<file path="src/rtl/instruction_fetch_unit.sv">
// rtl/instruction_fetch_unit.sv - loadable instruction store streamed in program order to the cpu
module instruction_fetch_unit #(
  parameter int INSTRUCTION_WIDTH       = 32,
  parameter int MAX_MACHINE_CODE_LENGTH = 64,
  parameter int ADDRESS_WIDTH           = $clog2(MAX_MACHINE_CODE_LENGTH)
) (
  input  logic                         clock_in,
  input  logic                         reset_in,
  input  logic                         load_enable,
  input  logic [ADDRESS_WIDTH-1:0]     load_address,
  input  logic [INSTRUCTION_WIDTH-1:0] load_data,
  output logic                         load_rejected,
  input  logic [ADDRESS_WIDTH:0]       program_length,
  input  logic                         start,
  input  logic                         stall,
  output logic [INSTRUCTION_WIDTH-1:0] current_instruction,
  output logic                         instruction_valid,
  output logic [ADDRESS_WIDTH:0]       program_counter,
  output logic                         busy,
  output logic                         done
);

  typedef enum logic [1:0] {S_IDLE, S_FETCH, S_DONE} state_e;

  localparam logic [ADDRESS_WIDTH:0] DEPTH = (ADDRESS_WIDTH+1)'(MAX_MACHINE_CODE_LENGTH);

  state_e                         state_q, state_d;
  logic [ADDRESS_WIDTH:0]         len_q, len_d;
  logic [ADDRESS_WIDTH:0]         pc_q, pc_d;
  logic [INSTRUCTION_WIDTH-1:0]   instr_q, instr_d;
  logic                           valid_q, valid_d;
  logic                           rej_q, rej_d;
  logic [INSTRUCTION_WIDTH-1:0]   mem_q [MAX_MACHINE_CODE_LENGTH];
  logic [ADDRESS_WIDTH:0]         clamped_len;
  logic                           consumed;

  always_comb begin
    clamped_len = (program_length > DEPTH) ? DEPTH : program_length;
    consumed    = valid_q && !stall;
    state_d     = state_q;
    len_d       = len_q;
    pc_d        = pc_q;
    instr_d     = instr_q;
    valid_d     = valid_q;
    rej_d       = 1'b0;
    unique case (state_q)
      S_IDLE, S_DONE: begin
        if (start) begin
          len_d   = clamped_len;
          pc_d    = '0;
          instr_d = '0;
          valid_d = 1'b0;
          state_d = (clamped_len == '0) ? S_DONE : S_FETCH;
        end
      end
      S_FETCH: begin
        rej_d = load_enable;
        // A stalled, presented word blocks the pipeline; otherwise advance or finish.
        if (!valid_q || consumed) begin
          if (pc_q < len_q) begin
            instr_d = mem_q[pc_q[ADDRESS_WIDTH-1:0]];
            valid_d = 1'b1;
            pc_d    = pc_q + 1'b1;
          end else begin
            instr_d = '0;
            valid_d = 1'b0;
            state_d = S_DONE;
          end
        end
      end
      default: state_d = S_IDLE;
    endcase
  end

  always_ff @(posedge clock_in) begin
    if (reset_in) begin
      state_q <= S_IDLE;
      len_q   <= '0;
      pc_q    <= '0;
      instr_q <= '0;
      valid_q <= 1'b0;
      rej_q   <= 1'b0;
    end else begin
      state_q <= state_d;
      len_q   <= len_d;
      pc_q    <= pc_d;
      instr_q <= instr_d;
      valid_q <= valid_d;
      rej_q   <= rej_d;
    end
  end

  // Store contents survive reset so a program can be re-run without reloading.
  always_ff @(posedge clock_in) begin
    if (load_enable && state_q != S_FETCH) begin
      mem_q[load_address] <= load_data;
    end
  end

  assign current_instruction = instr_q;
  assign instruction_valid   = valid_q;
  assign program_counter     = pc_q;
  assign load_rejected       = rej_q;
  assign busy                = (state_q == S_FETCH);
  assign done                = (state_q == S_DONE);

endmodule

</file>
<file path="config.mk">
export PLATFORM = sky130hd
export DESIGN_NAME = instruction_fetch_unit
export DESIGN_NICKNAME = d
export VERILOG_FILES = /design/src/rtl/instruction_fetch_unit.sv
export SDC_FILE = /design/constraint.sdc
export NUM_CORES = 2
export LEC_CHECK = 0
export ABC_AREA = 1
export CELL_PAD_IN_SITES_DETAIL_PLACEMENT = 1
export CELL_PAD_IN_SITES_GLOBAL_PLACEMENT = 2
export CORE_MARGIN = 8
export CORE_UTILIZATION = 40
export CTS_CLUSTER_DIAMETER = 200
export DETAILED_ROUTE_END_ITERATION = 8
export PLACE_DENSITY_LB_ADDON = 0.1
export RECOVER_POWER = 25
export SYNTH_ARGS = -nofsm -noshare
export SYNTH_HDL_FRONTEND = slang
export SYNTH_SLANG_ARGS = --single-unit
</file>
<file path="constraint.sdc">
create_clock -name clock_in -period 10.93 [get_ports clock_in]
set_input_delay 3.279 -clock clock_in [delete_from_list [all_inputs] [get_ports clock_in]]
set_output_delay 3.279 -clock clock_in [all_outputs]
set_load 0.05 [all_outputs]
</file>
==> summary.md <==
| Metric | Value |
|---|---|
| Initial antenna violation count | 23 |
| Critical path's most frequent cell | clkbuf_1 |
| Leakage | 32.2 nW |
| Netlist cell types | 25 |
| Synth Net Count | 7000 |
| Reg2reg path depth | 12 |
| Starting DRC count in detailed routing | 4661 |
| Congestion Overflow GR | 0 |
| # DRC | 0 |
| VDD IR max | 178 µV |
| Post-Syn Area | 84100 µm² |
| Fmax | 0.152 GHz |
| DRT Wirelength | 285 mm |
| Synth warn | 0 |
| WL/cell | 28.7 µm |
| Core Util, Final | 0.452 |
| Post-CTS Resized | 0 |
| Setup bufs post-CTS | 0 |
| Final hold violations | 0 |
| CP Data Required Time | 10970 ps |
| Clock latency at the later pin of the worst-skew pair | 870 ps |
| Avg Cell Area, Syn | 12.1 µm² |
| Filler instances | 21.8k |
| Fin. max-slew vios | 1177 |
| Sequential share of the synthesized area | 0.745 |
| Synthesized instance count | 6943 |
| Slowest CP cell | clkbuf_1 |
| Share of post-route cells with drive strength above 1 | 0.0722 |
| Drt pass-1 iters | 5 |
| Initial Utilization | 0.402 |
| H-tree depth | 4 |
| Clock Path Buffers | 3 |
| CP max stage delay | 2820 ps |
| CP bufs+invs | 2 |
| Skew final | 26.3 ps |
| Clk slew on worst S/H paths | 60 ps |
| R2r endpoint | current_instruction[9] |
| Multi-input combinational cell area | 19500 µm² |
| Kind of end point of the critical path | flip-flop |
| Worst slew margin | -2.05 |
| CP Launch Type | input port |
| CTS tree | yes |
| Drt via density | 5.58 |
| Failing checks | capacitance limit, slew limit |
| Delay-heaviest family, CP | buffers and inverters |
| Slew @ Worst Pin | 4570 ps |
| Die H | 474 µm |
| Clock sinks | 2104 |
| DRT antenna net count | 0 |
| First-pass GRT wire length | 408 mm |
| Fin crit period | 6560 ps |
| GP Congestion | 0.779 |
| Core area | 209000 µm² |
| # rows | 168 |
| I/O Pins | 93 |
| Crit Path Class | in -> reg |
| CP arrival | 6600 ps |
| Hold path start | len_q[2] |
| IO Port Bufs | 92 |
| Total track usage | 0.248 |
| P&R area growth vs syn | 12.6% |
| DIE AREA | 225000 µm² |
| Status | finished, violations left |
| Crit share post-route | 0.600 |
| CP Max Fanout | 60 |
| Largest net degree at the start of global routing | 171 |
| Hold Path Stages | 2 |
| Flop-to-flop setup slack | 6140 ps |
| RSZ-0062 raised after global routing | false |
| Num CTS Buffers | 226 |
| Hold-fix buffers, CTS | 0 |
| Vias in the first global route | 55.8k |
| Max cap viols | 23 |
| HPWL after DPL | 160 mm |
| Die W | 474 µm |
| CP cell instances | clkbuf_1, clkbuf_1 |
| Post-synthesis register bit count | 2104 |
| Pwr dens | 186 nW/µm² |
| Register Area | 62600 µm² |
| Worst hold path class | reg -> reg |
| Root Buffer | clkbuf_16 |
| Setup TNS | 0 ps |
| Hold endpoint | len_q[2] |
| Routed via count | 55.5k |
| Fin nets | 6989 |
| Final setup viols | 0 |
## flip-flops by register name (all words and copies together) (netlist names), named ones only
name                 count
instruction_valid        1
state_q                  2
current_instruction     32
len_q                    7
program_counter          7
mem_q                 2048
load_rejected            1
## Yosys cell counts
| cell type | instances | share of area |
|---|---|---|
| o21a_1 | 1 | 0.000089 |
| xnor2_1 | 3 | 0.00031 |
| clkbuf_1 | 100 | 0.0045 |
| a211oi_1 | 1 | 0.000089 |
| nand2_1 | 2197 | 0.098 |
| nand3_1 | 1990 | 0.12 |
| buf_1 | 51 | 0.0023 |
| nand4_1 | 11 | 0.00082 |
| buf_4 | 47 | 0.0042 |
| buf_6 | 15 | 0.0020 |
| inv_2 | 4 | 0.00018 |
| inv_1 | 25 | 0.0011 |
| a31oi_2 | 1 | 0.00015 |
| o21ai_0 | 3 | 0.00018 |
| clkinv_2 | 1 | 0.000059 |
| nor3_1 | 4 | 0.00024 |
| edfxtp_1 | 2048 | 0.73 |
| a21oi_1 | 53 | 0.0032 |
| buf_2 | 244 | 0.015 |
| xor2_1 | 2 | 0.00021 |
| o21ai_2 | 1 | 0.00010 |
| dfxtp_1 | 56 | 0.013 |
| nor2_1 | 77 | 0.0034 |
| ha_1 | 7 | 0.0010 |
| nand2_2 | 1 | 0.000074 |
## where the power goes
part | internal [mW] | leakage [nW] | switching [mW]
combinational | 0.278 | 9.82 | 0.997
sequential | 8.90 | 18.9 | 0.0235
clock | 4.23 | 3.47 | 3.21
total | 13.4 | 32.2 | 4.24
## layout make-up
class / instances / area share
Antenna cell: 7 / 0.000185
Clock buffer: 296 / 0.0640
Clock inverter: 121 / 0.0107
Inverter: 30 / 0.00159
Multi-Input combinational cell: 4352 / 0.206
Sequential cell: 2104 / 0.661
Tap cell: 2805 / 0.0371
Timing Repair Buffer: 218 / 0.0187
## cell families (layout without fill, tap and decap cells)
family,Yosys count,count (layout),share of synthesized area
AND/OR/NAND/NOR,4280,4280,0.221
flip-flops,2104,2104,0.745
buffers and inverters,487,665,0.0288
AO/OA/AOI/OAI,60,60,0.00376
adder cells (fa/ha/maj),7,7,0.00104
XOR/XNOR,5,5,0.000521
other,0,7,0
## worst max-delay path by stage
| stage | end | startpoint | cells after the start |
|---|---|---|---|
| final | mem_q[9][14] | load_data[14] | 2 |
| after CTS | mem_q[3][19] | load_enable | 6 |
| after detailed placement | mem_q[3][8] | load_enable | 6 |
| after global placement | mem_q[3][9] | load_enable | 6 |
| after global routing | mem_q[9][14] | load_data[14] | 2 |
| after floorplan | mem_q[0][0] | load_enable | 4 |
## cell usage in the layout, fill, tap and decap left out, types with 11 or more instances in the layout
| master | netlist | routed |
|---|---|---|
| clkdlybuf4s50_1 | 0 | 59 |
| clkbuf_16 | 0 | 229 |
| bufinv_16 | 0 | 15 |
| a21oi_1 | 53 | 53 |
| dfxtp_1 | 56 | 50 |
| nor2_4 | 0 | 65 |
| nand3_1 | 1990 | 1990 |
| clkinv_2 | 1 | 42 |
| clkinv_1 | 0 | 49 |
| nor2_1 | 77 | 12 |
| nand2_1 | 2197 | 2197 |
| edfxtp_1 | 2048 | 2048 |
| nand4_1 | 11 | 11 |
| buf_4 | 47 | 112 |
| clkbuf_1 | 100 | 95 |
| inv_1 | 25 | 22 |
## stage by stage
stage                     instances  setup slack, ps  area [µm²]  hold slack, ps  total power, mW
after floorplan                6943             5180       84100             433             9.78
after global placement         9509             3720       87700             450             10.4
after detailed placement       9509             3710       87700             459             10.4
after CTS                      9926             4600       94800             468             17.8
after global routing           9928             4280       94700             494             18.2
final                          9933             4370       94700             465             17.6
## routing by layer
layer	vias to the layer above	wire, µm	track usage	share of wire
met2	1369	140000	0.422	0.49
met3	377	14600	0.0339	0.051
met4	4	8770	0.0730	0.031
met5	-	26	0	0.000091
li1	24800	-	-	-
met1	28900	121000	0.333	0.43
Note: power is estimated with default switching activity, not from simulation.
